## src/rtl/routine_sequencer.sv

```systemverilog
// routine_sequencer: selects one of four display routines, steps them with a
// divided tick, and inserts a blanked gap on every change of routine. The
// advance comes from a pushbutton edge or, in auto mode, from a dwell timer.
module routine_sequencer #(
  parameter int TICK_DIV    = 25000000,
  parameter int DWELL_TICKS = 64,
  parameter int BLANK_TICKS = 4
) (
  input  logic        Clock,
  input  logic        Reset,
  input  logic        Next,
  input  logic        Auto,
  input  logic [45:0] RoutineBus0,
  input  logic [45:0] RoutineBus1,
  input  logic [45:0] RoutineBus2,
  input  logic [45:0] RoutineBus3,
  output logic [3:0]  RoutineRun,
  output logic        RoutineTick,
  output logic [1:0]  Active,
  output logic [45:0] OutputBus
);

  localparam logic [25:0] LP_PRESC_LAST    = 26'(TICK_DIV - 1);
  localparam logic [7:0]  LP_DWELL_LAST    = 8'(DWELL_TICKS - 1);
  localparam logic [3:0]  LP_BLANK_LAST    = 4'(BLANK_TICKS - 1);
  // LEDs off (active-high), all seven-segment digits dark (active-low)
  localparam logic [45:0] LP_BLANK_PATTERN = {18'h00000, 28'hFFFFFFF};

  typedef enum logic {
    ST_RUN   = 1'b0,
    ST_BLANK = 1'b1
  } state_t;

  logic [25:0] r_presc;
  logic        r_tick;
  logic        r_next_prev;
  state_t      r_state;
  logic [1:0]  r_active;
  logic [7:0]  r_dwell;
  logic [3:0]  r_blank;
  logic [3:0]  r_run;
  logic [45:0] r_out;

  logic        w_next_edge;
  logic        w_expire;
  logic        w_advance;
  logic [45:0] w_sel_bus;

  assign w_next_edge = Next & ~r_next_prev;
  assign w_expire    = r_tick & Auto & (r_dwell == LP_DWELL_LAST);
  // a button edge and a dwell expiry on the same cycle still give one advance
  assign w_advance   = w_next_edge | w_expire;

  assign RoutineRun  = r_run;
  assign RoutineTick = r_tick;
  assign Active      = r_active;
  assign OutputBus   = r_out;

  // Free-running prescaler; the tick register mirrors "counter at last value"
  always_ff @(posedge Clock) begin
    if (Reset) begin
      r_presc <= 26'd0;
      r_tick  <= 1'b0;
    end else if (r_presc == LP_PRESC_LAST) begin
      r_presc <= 26'd0;
      r_tick  <= 1'b0;
    end else begin
      r_presc <= r_presc + 26'd1;
      r_tick  <= ((r_presc + 26'd1) == LP_PRESC_LAST);
    end
  end

  // Previous button level; resets high so a button held through reset is not an edge
  always_ff @(posedge Clock) begin
    if (Reset) begin
      r_next_prev <= 1'b1;
    end else begin
      r_next_prev <= Next;
    end
  end

  // Routine output select for the currently active routine
  always_comb begin
    w_sel_bus = RoutineBus0;
    case (r_active)
      2'd0:    w_sel_bus = RoutineBus0;
      2'd1:    w_sel_bus = RoutineBus1;
      2'd2:    w_sel_bus = RoutineBus2;
      2'd3:    w_sel_bus = RoutineBus3;
      default: w_sel_bus = RoutineBus0;
    endcase
  end

  // RUN/BLANK sequencer with dwell and blank tick counters and registered run enables
  always_ff @(posedge Clock) begin
    if (Reset) begin
      r_state  <= ST_RUN;
      r_active <= 2'd0;
      r_dwell  <= 8'd0;
      r_blank  <= 4'd0;
      r_run    <= 4'b0000;
    end else begin
      case (r_state)
        ST_RUN: begin
          if (w_advance) begin
            r_state  <= ST_BLANK;
            r_active <= r_active + 2'd1;
            r_dwell  <= 8'd0;
            r_blank  <= 4'd0;
            r_run    <= 4'b0000;
          end else begin
            if (!Auto) begin
              r_dwell <= 8'd0;
            end else if (r_tick) begin
              r_dwell <= r_dwell + 8'd1;
            end else begin
              r_dwell <= r_dwell;
            end
            r_run <= 4'b0001 << r_active;
          end
        end
        ST_BLANK: begin
          // button edges and dwell expiry are deliberately not looked at here
          if (r_tick && (r_blank == LP_BLANK_LAST)) begin
            r_state <= ST_RUN;
            r_dwell <= 8'd0;
            r_run   <= 4'b0001 << r_active;
          end else begin
            if (r_tick) begin
              r_blank <= r_blank + 4'd1;
            end else begin
              r_blank <= r_blank;
            end
            r_run <= 4'b0000;
          end
        end
        default: begin
          r_state <= ST_RUN;
          r_run   <= 4'b0000;
        end
      endcase
    end
  end

  // Registered board output: selected routine in RUN, dark pattern otherwise
  always_ff @(posedge Clock) begin
    if (Reset) begin
      r_out <= LP_BLANK_PATTERN;
    end else if (r_state == ST_RUN) begin
      r_out <= w_sel_bus;
    end else begin
      r_out <= LP_BLANK_PATTERN;
    end
  end

endmodule

```

## config.mk

```make
export PLATFORM = sky130hd
export DESIGN_NAME = routine_sequencer
export DESIGN_NICKNAME = d
export VERILOG_FILES = /design/src/rtl/routine_sequencer.sv
export SDC_FILE = /design/constraint.sdc
export NUM_CORES = 1
export LEC_CHECK = 0
export ABC_AREA = 1
export CAP_MARGIN = 20
export CORE_ASPECT_RATIO = 1.25
export CORE_MARGIN = 8
export CORE_UTILIZATION = 44
export CTS_CLUSTER_SIZE = 30
export DETAILED_ROUTE_END_ITERATION = 12
export PLACE_DENSITY = 0.87
export SKIP_CTS_REPAIR_TIMING = 1
export SYNTH_ARGS = -nofsm -noshare
export SYNTH_HDL_FRONTEND = slang
export SYNTH_SLANG_ARGS = --single-unit
```

## constraint.sdc

```tcl
create_clock -name Clock -period 3.6 [get_ports Clock]
set_clock_uncertainty 0.05 [all_clocks]
set_input_delay 0.36 -clock Clock [delete_from_list [all_inputs] [get_ports Clock]]
set_output_delay 0.36 -clock Clock [all_outputs]
set_load 0.05 [all_outputs]
```

==> results.sh, run 1 <==
export IMPL_synthCells=739
export IMPL_fmax_ghz=0.454
export IMPL_ys_types=29
export IMPL_dr_wl_met2_um=9150
export IMPL_yosysWarningCount=0
export IMPL_hold_slack_ns=0.405
export IMPL_drt_initial_drc_count=363
export IMPL_rr_worst_depth=6
export IMPL_worstMarginPinSlew_ns=1.03
export IMPL_leakagePower_nw=2.99
export IMPL_drv_cap=0
export IMPL_clk_latency_ns=0.34
export IMPL_cts_tree="yes"
export IMPL_start_util_pct=45.2
export IMPL_cp_data_arrival_time_ns=2.34
export IMPL_overflow=0
export IMPL_gp_congestion=0.967
export IMPL_syn2layout_area_growth_pct=58.8
export IMPL_clockBufferDepth=2
export IMPL_pin_count=241
export IMPL_drt_total_wl_um=19500
export IMPL_synth_fa_ha_area_share_pct=2.35
export IMPL_holdPathStages=2
export IMPL_n_antenna_cell=0
export IMPL_p_per_area_mw_per_mm2=374
export IMPL_finalSetupViolCount=0
export IMPL_wl_met1_um=7530
export IMPL_synthMuxAreaShare_pct=0
export IMPL_drive_gt1_share_pct=5.06
export IMPL_ir_drop_mv=0.215
export IMPL_antenna_left=0
export IMPL_port_buffers=240
export IMPL_min_path_type="flip-flop to flip-flop"
export IMPL_yosysSeqAreaShare_pct=38.8
export IMPL_relSlewSlack_pct=31.6
export IMPL_hpwlAfterDp_um=15200
export IMPL_die_x_um=109
export IMPL_criticalPathCategory="flip-flop to flip-flop"
export IMPL_grt_pass1_wl_um=29600
export IMPL_nNetsFinal=1161
export IMPL_synth_compound_area_share_pct=9.91
export IMPL_rows=42
export IMPL_grt_max_degree=48
export IMPL_first_pass_iters=5
export IMPL_cp_required_ns=3.74
export IMPL_rsz0062_at_grt="no"
export IMPL_timing_max_transition_violations_final=0
export IMPL_cp_start_kind="flip-flop"
export IMPL_core_mm2=0.0106
export IMPL_cts_made_buffers=9
export IMPL_yosys_area_share_simple_pct=40.1
export IMPL_syn_nets=936
export IMPL_wl_met3_um=2140
export IMPL_grt_use_total_pct=26.5
export IMPL_die_area_mm2=0.0145
export IMPL_die_h_um=133
export IMPL_numClockSinks=93
export IMPL_synth_top_family_by_area="simple AND/OR/NAND/NOR gates"
export IMPL_drc=0
export IMPL_syn_cell_area_mm2=0.00480
export IMPL_synth_xor_area_share_pct=2.19
export IMPL_top_layer="met4"
export IMPL_synth_seq_cells=93
export IMPL_clkTransAtPathRegs_ns=0.07
export IMPL_hold_viol_final=0
export IMPL_via_count=5683
export IMPL_grt_pass1_vias=5608
export IMPL_fin_setup_tns_ns=0
export IMPL_antenna_found_initial=0
export IMPL_min_period_over_period_pct=61.2
export IMPL_finalCriticalPeriod_ns=2.20
export IMPL_clk_root_buffer_cell="clkbuf_16"
export IMPL_cp_max_fo=33
export IMPL_cts_max_level=3
export IMPL_routedWlPerCell_um=17.7
export IMPL_end_kind="flip-flop"
export IMPL_syn_avg_cell_area_um2=6.49
export IMPL_status="completed"
export IMPL_viasPerCell=5.16
worst paths after layout:
check	start	to	slack [ns]
setup / recovery	Active[0]	OutputBus[25]	1.40
hold / removal	r_dwell[4]	r_dwell[4]	0.40
setup reg to reg	Active[0]	OutputBus[25]	1.40
hold reg to reg	r_dwell[4]	r_dwell[4]	0.40
metal layers:
metal / up-vias / track usage (%)
li1: 2824 / -
met1: 2572 / 31.3
met2: 249 / 42.1
met3: 38 / 8.89
met4: 0 / 11.4
met5: - / 0
placed cells by master, fill, tap and decap left out, drive strengths merged:
cell           netlist  final
nand2              273    273
clkdlybuf4s50        0    240
dfxtp               93     93
nand3               84     84
nor2                77     77
inv                 51     51
a21oi               42     42
o21ai               29     29
a31oi               18     18
clkbuf              25      9
ha                   9      9
nand4                8      8
xor2                 7      7
buf                  7      6
nor3                 5      5
xnor2                5      5
clkinv               1      4
bufinv               0      2
clkinvlp             0      2
or2                  2      2
nand3b               1      1
o21bai               1      1
nor4                 1      1
power breakdown:
part / internal, mW / switching (mW)
sequential: 1.09 / 0.0254
combinational: 0.327 / 0.398
clock: 0.605 / 0.408
area by class of cell:
type                    instances  area, µm²
fillers                       897       3000
clock inverters                 7       90.1
flip-flops and latches         93       1860
clock buffers                   9        225
repair buffers                246       2450
multi-input cells             562       2640
well taps                     132        165
inverters                      52        195
flip-flops by register name, summed over array words and instances, names as in the netlist:
signal and count:
OutputBus 46, r_presc 26, r_dwell 8, RoutineRun 4, r_blank 4, Active 2
RoutineTick 1, r_next_prev 1, r_state 1
synth_stat cells, drive strengths merged:
cell | count | area, µm²
o21bai | 1 | 7.51
nor2 | 77 | 348
a21oi | 42 | 210
inv | 51 | 191
nand4 | 8 | 50.1
ha | 9 | 113
xnor2 | 5 | 43.8
clkbuf | 25 | 93.8
xor2 | 7 | 61.3
nand3 | 84 | 420
nor3 | 5 | 25.0
nand2 | 273 | 1050
o21ai | 29 | 145
dfxtp | 93 | 1860
or2 | 2 | 12.5
nor4 | 1 | 6.26
buf | 7 | 30.0
nand3b | 1 | 7.51
a31oi | 18 | 113
clkinv | 1 | 3.75
cells by family (layout without fill, tap and decap cells):
logic type,count (synthesis),count (layout)
flip-flops,93,93
buffers and inverters,84,314
XOR/XNOR,12,12
AO/OA/AOI/OAI,90,90
AND/OR/NAND/NOR,451,451
adder cells (fa/ha/maj),9,9
metrics by stage:
stage                     std cells  setup WS (ns)  power, mW  util, %  instance area (µm²)
after global routing           1101           1.22       2.96     71.8                 7620
after CTS                      1101           1.37       2.86     71.8                 7620
after global placement         1085           1.31       1.85     68.8                 7300
final                          1101           1.40       2.85     71.8                 7620
after detailed placement       1085           1.27       1.86     68.8                 7300
after floorplan                 739           1.70       1.48        -                 4800
worst max-delay path, stage by stage, from the launching register on:
cell      delay, ns
dfxtp_1        0.34
inv_1          0.15
ha_2           0.20
clkinv_1       0.70
buf_4          0.47
nand2_1        0.08
nand3_1        0.06
Note: power is estimated with default switching activity, not from simulation.
==> inputs of run 2 (changes only) <==
Settings changed: CORE_UTILIZATION 44 to 37, PLACE_DENSITY 0.87 to 0.78.
Clock period 3.6 ns to 2 ns, I/O delays scaled along.
==> run 2 against run 1 <==
Against the previous run:
- critical path depth down 5
- worst setup slack worse by 1.3 ns
- via count down 0.70%
- sequential power up 81%
- hold slack worse by 0.047 ns
- clock-buffer cell count up 2
- clock power up 69%
- first-iteration DRC count down 17%
- largest power group unchanged
==> results.sh, run 2 (synthesized netlist as in run 1, its figures left out) <==
export IMPL_status="completed"
export IMPL_grt_pass1_wl_um=30100
export IMPL_clockBufferDepth=2
export IMPL_cp_max_fo=4
export IMPL_relSlewSlack_pct=59.2
export IMPL_fmax_ghz=0.528
export IMPL_rows=46
export IMPL_die_x_um=118
export IMPL_fin_setup_tns_ns=0
export IMPL_cp_start_kind="flip-flop"
export IMPL_min_period_over_period_pct=94.7
export IMPL_grt_pass1_vias=5613
export IMPL_slowest_stage="clkdlybuf4s50_1"
export IMPL_core_mm2=0.0127
export IMPL_holdPathStages=3
export IMPL_pre_cts_slack_ns=0.147
export IMPL_cp_top_family="buffers and inverters"
export IMPL_n_antenna_cell=0
export IMPL_clkTransAtPathRegs_ns=0.06
export IMPL_cp_required_ns=1.75
export IMPL_grt_use_total_pct=22.9
export IMPL_first_pass_iters=5
export IMPL_ff2ff_setup_slack_ns=0.20
export IMPL_drive_gt1_share_pct=6.54
export IMPL_ir_drop_mv=0.563
export IMPL_criticalPathCategory="flip-flop to output port"
export IMPL_p_per_area_mw_per_mm2=647
export IMPL_finalSetupViolCount=0
export IMPL_drc=0
export IMPL_clk_root_buffer_cell="clkbuf_16"
export IMPL_port_buffers=240
export IMPL_layout_commonest_cell="nand2_1"
export IMPL_multiInputGateArea_mm2=0.00266
export IMPL_drt_initial_drc_count=303
export IMPL_die_area_mm2=0.0169
export IMPL_antenna_left=0
export IMPL_cp_data_arrival_time_ns=1.64
export IMPL_viasPerCell=4.92
export IMPL_postPlaceCellArea_mm2=0.00751
export IMPL_timing_max_transition_violations_final=0
export IMPL_start_util_pct=37.9
export IMPL_drt_total_wl_um=19600
export IMPL_leakagePower_nw=3.07
export IMPL_finalCriticalPeriod_ns=1.89
export IMPL_antenna_found_initial=0
export IMPL_seq_area_mm2=0.00187
export IMPL_hold_viol_final=0
export IMPL_nNetsFinal=1171
export IMPL_clk_latency_ns=0.34
export IMPL_drv_cap=0
export IMPL_fin_util_pct=61.8
export IMPL_min_path_type="input port to flip-flop"
export IMPL_cts_tree="yes"
export IMPL_fillers=1154
export IMPL_worstMarginPinSlew_ns=0.610
export IMPL_end_kind="output port"
export IMPL_rr_worst_depth=12
export IMPL_die_h_um=143
export IMPL_routedWlPerCell_um=17.1
export IMPL_fin_ws_ns=0.107
export IMPL_critPathMaxStageDelay_ns=0.86
export IMPL_pin_count=241
export IMPL_hold_end="r_next_prev"
export IMPL_cts_max_level=3
export IMPL_grt_max_degree=47
export IMPL_hpwlAfterDp_um=15600
export IMPL_power_mw=5.06
export IMPL_numClockSinks=93
export IMPL_hold_start="Next"
export IMPL_gp_congestion=0.982
export IMPL_cts_made_buffers=9
export IMPL_crit_path_cell_trace="clkdlybuf4s50_1"
export IMPL_crit_reg2reg_capture="r_blank[3]"
export IMPL_stdcell_area_mm2=0.00783
export IMPL_critPathBufInv=1
export IMPL_overflow=0
export IMPL_via_count=5643
export IMPL_most_common_layout_cells="nand2_1, clkdlybuf4s50_1, dfxtp_1, nand3_1, nor2_1"
export IMPL_r2r_start="r_dwell[1]"
export IMPL_syn2layout_area_growth_pct=63.1
export IMPL_largest_reg_flops=46
## run 2: changes by cell type in the layout (fill, tap and decap cells not counted), sizes merged
cell	previous run	this run
clkinvlp	2	0
bufinv	2	1
clkbuf	9	11
clkdlybuf4s50	240	239
clkinv	4	5
buf	6	17
## run 2: worst max path at each step
stage / startpoint / end / slack (ns) / cells after the start
6_report: Active[0] / Active[0] / 0.11 / 1
3_3_place_gp: Auto / r_blank[3] / 0.19 / 10
5_1_grt: r_dwell[1] / r_blank[3] / -0.01 / 12
4_1_cts: Active[0] / Active[0] / 0.10 / 1
2_1_floorplan: Active[0] / OutputBus[19] / 0.1 / 8
3_5_place_dp: Auto / r_blank[3] / 0.15 / 10
## run 2: power by group
group          leakage [nW]  internal [mW]  switching [mW]
logic                  2.15          0.622           0.725
registers             0.766           1.96          0.0468
clock network         0.149          0.995           0.713
total                  3.07           3.58            1.48
## run 2: cell type report
type | instances | area share [%]
multi-input combinational | 562 | 33.9
timing repair buffer | 256 | 33.3
sequential | 93 | 23.8
clock buffer | 11 | 3.10
tap | 168 | 2.69
inverter | 52 | 2.49
clock inverter | 5 | 0.639
## run 2: worst register-to-register path: cells and delay by family, from the launching register on
kind / cells / cell delay (ns)
flops: 1 / 0.35
simple gates: 8 / 0.79
compound gates: 2 / 0.21
buf+inv: 1 / 0.10
fa+ha+maj: 1 / 0.19
## run 2: through the flow
| step | cells | hold WS (ns) |
|---|---|---|
| 2_1_floorplan | 739 | 0.242 |
| 3_3_place_gp | 1131 | 0.387 |
| 3_5_place_dp | 1131 | 0.389 |
| 4_1_cts | 1147 | 0.353 |
| 5_1_grt | 1147 | 0.381 |
| 6_report | 1147 | 0.358 |
## run 2: routing by layer
| metal | global-route usage [%] | share of wire [%] | vias to the layer above |
|---|---|---|---|
| met5 | 0 | 0 | - |
| met4 | 8.24 | 2.5 | 0 |
| met3 | 9.27 | 12 | 30 |
| met2 | 38.1 | 47 | 265 |
| met1 | 26.1 | 38 | 2513 |
| li1 | - | - | 2835 |
==> inputs of run 3 (changes only) <==
Settings changed: PLACE_DENSITY 0.78 to default, PLACE_DENSITY_LB_ADDON from default to 0.3, SLEW_MARGIN from default to 15.
==> run 3 against run 2 <==
Against the previous run:
- wire length decreased by 2.2%
- register-to-register slack about the same
- critical path type unchanged
- non-clock buffer count decreased by 5
- core utilization down 0.14 points
- clock-buffer cell count down 1
- clock power is 12% higher
- final area decreased by 0.22%
- worst setup slack improved by 0.047 ns
- global-route usage decreased by 0.80 points
==> results.sh, run 3 (synthesized netlist as in run 1, its figures left out) <==
export IMPL_viasPerCell=4.87
export IMPL_leakagePower_nw=3.05
export IMPL_critPathCapture="Active[0]"
export IMPL_r2r_start="r_presc[1]"
export IMPL_ff2ff_setup_slack_ns=0.20
export IMPL_cp_num_cells=1
export IMPL_pin_count=241
export IMPL_fin_ws_ns=0.154
export IMPL_layout_commonest_cell="nand2_1"
export IMPL_fin_setup_tns_ns=0
export IMPL_numClockSinks=93
export IMPL_largest_reg_flops=46
export IMPL_drive_gt1_share_pct=5.95
export IMPL_fillers=1160
export IMPL_crit_path_cell_trace="clkdlybuf4s50_1"
export IMPL_cts_tree="yes"
export IMPL_grt_pass1_vias=5545
export IMPL_grt_pass1_wl_um=29400
export IMPL_via_count=5565
export IMPL_die_h_um=143
export IMPL_slowest_stage="clkdlybuf4s50_1"
export IMPL_min_period_over_period_pct=92.3
export IMPL_core_mm2=0.0127
export IMPL_pre_cts_slack_ns=0.135
export IMPL_finalSetupViolCount=0
export IMPL_critPathBufInv=1
export IMPL_start_util_pct=37.9
export IMPL_drv_cap=0
export IMPL_most_common_layout_cells="nand2_1, clkdlybuf4s50_1, dfxtp_1, nand3_1, nor2_1"
export IMPL_overflow=0
export IMPL_cp_top_family="buffers and inverters"
export IMPL_end_kind="output port"
export IMPL_grt_max_degree=47
export IMPL_n_antenna_cell=0
export IMPL_crit_reg2reg_capture="RoutineTick"
export IMPL_hold_viol_final=0
export IMPL_fmax_ghz=0.542
export IMPL_drt_total_wl_um=19200
export IMPL_rsz0062_at_grt="no"
export IMPL_ir_drop_mv=0.387
export IMPL_nNetsFinal=1166
export IMPL_cp_required_ns=1.75
export IMPL_port_buffers=240
export IMPL_worstMarginPinSlew_ns=0.605
export IMPL_cp_start_kind="flip-flop"
export IMPL_timing_max_transition_violations_final=0
export IMPL_die_x_um=118
export IMPL_finalCriticalPeriod_ns=1.85
export IMPL_cp_max_fo=4
export IMPL_criticalPathCategory="flip-flop to output port"
export IMPL_die_area_mm2=0.0169
export IMPL_min_path_type="input port to flip-flop"
export IMPL_critPathMaxStageDelay_ns=0.85
export IMPL_routedWlPerCell_um=16.8
export IMPL_antenna_found_initial=0
export IMPL_cp_data_arrival_time_ns=1.60
export IMPL_rr_worst_depth=13
export IMPL_antenna_left=0
export IMPL_cts_max_level=3
export IMPL_clk_latency_ns=0.34
export IMPL_relSlewSlack_pct=59.6
export IMPL_clockBufferDepth=2
export IMPL_drt_initial_drc_count=328
export IMPL_p_per_area_mw_per_mm2=671
export IMPL_critical_path_startpoint="Active[0]"
export IMPL_rows=46
export IMPL_hpwlAfterDp_um=15000
export IMPL_clkTransAtPathRegs_ns=0.07
export IMPL_grt_use_total_pct=22.1
export IMPL_syn2layout_area_growth_pct=62.7
export IMPL_drc=0
export IMPL_cts_made_buffers=9
export IMPL_first_pass_iters=5
export IMPL_clk_root_buffer_cell="clkbuf_16"
export IMPL_status="completed"
export IMPL_gp_congestion=0.938
-- run 3: report_power, final --
group	internal, mW	switching (mW)
combinational	0.610	0.711
clock	1.14	0.772
sequential	1.96	0.0480
-- run 3: worst min path at each step --
stage	from	endpoint	slack [ns]	cells past startpoint
after floorplan	Next	r_next_prev	0.24	2
after global placement	r_dwell[4]	r_dwell[4]	0.38	2
after detailed placement	r_dwell[4]	r_dwell[4]	0.40	2
after CTS	Next	r_next_prev	0.34	3
after global routing	Next	r_next_prev	0.38	3
final	Next	r_next_prev	0.34	3
-- run 3: metrics by stage --
step	std cells	utilization, %	total power [mW]	area, µm²	hold slack (ns)
6_report	1142	61.7	5.24	7810	0.339
3_3_place_gp	1126	58.9	3.36	7460	0.385
2_1_floorplan	739	-	2.67	4800	0.242
5_1_grt	1142	61.7	5.45	7810	0.377
4_1_cts	1142	61.5	5.27	7790	0.337
3_5_place_dp	1126	58.9	3.37	7460	0.397
-- run 3: per-layer routing --
layer / GRT usage, % / wire length (µm)
met1: 24.8 / 7240
met4: 5.00 / 246
met2: 39.3 / 9760
met3: 8.09 / 1920
met5: 0 / 0
-- run 3: final cells by class --
type	instances	area [µm²]	area share, %
multi-input combinational	562	2650	34.0
clock buffer	10	239	3.06
tap	168	210	2.69
inverter	52	195	2.50
sequential	93	1860	23.9
clock inverter	6	93.8	1.20
timing repair buffer	251	2550	32.7
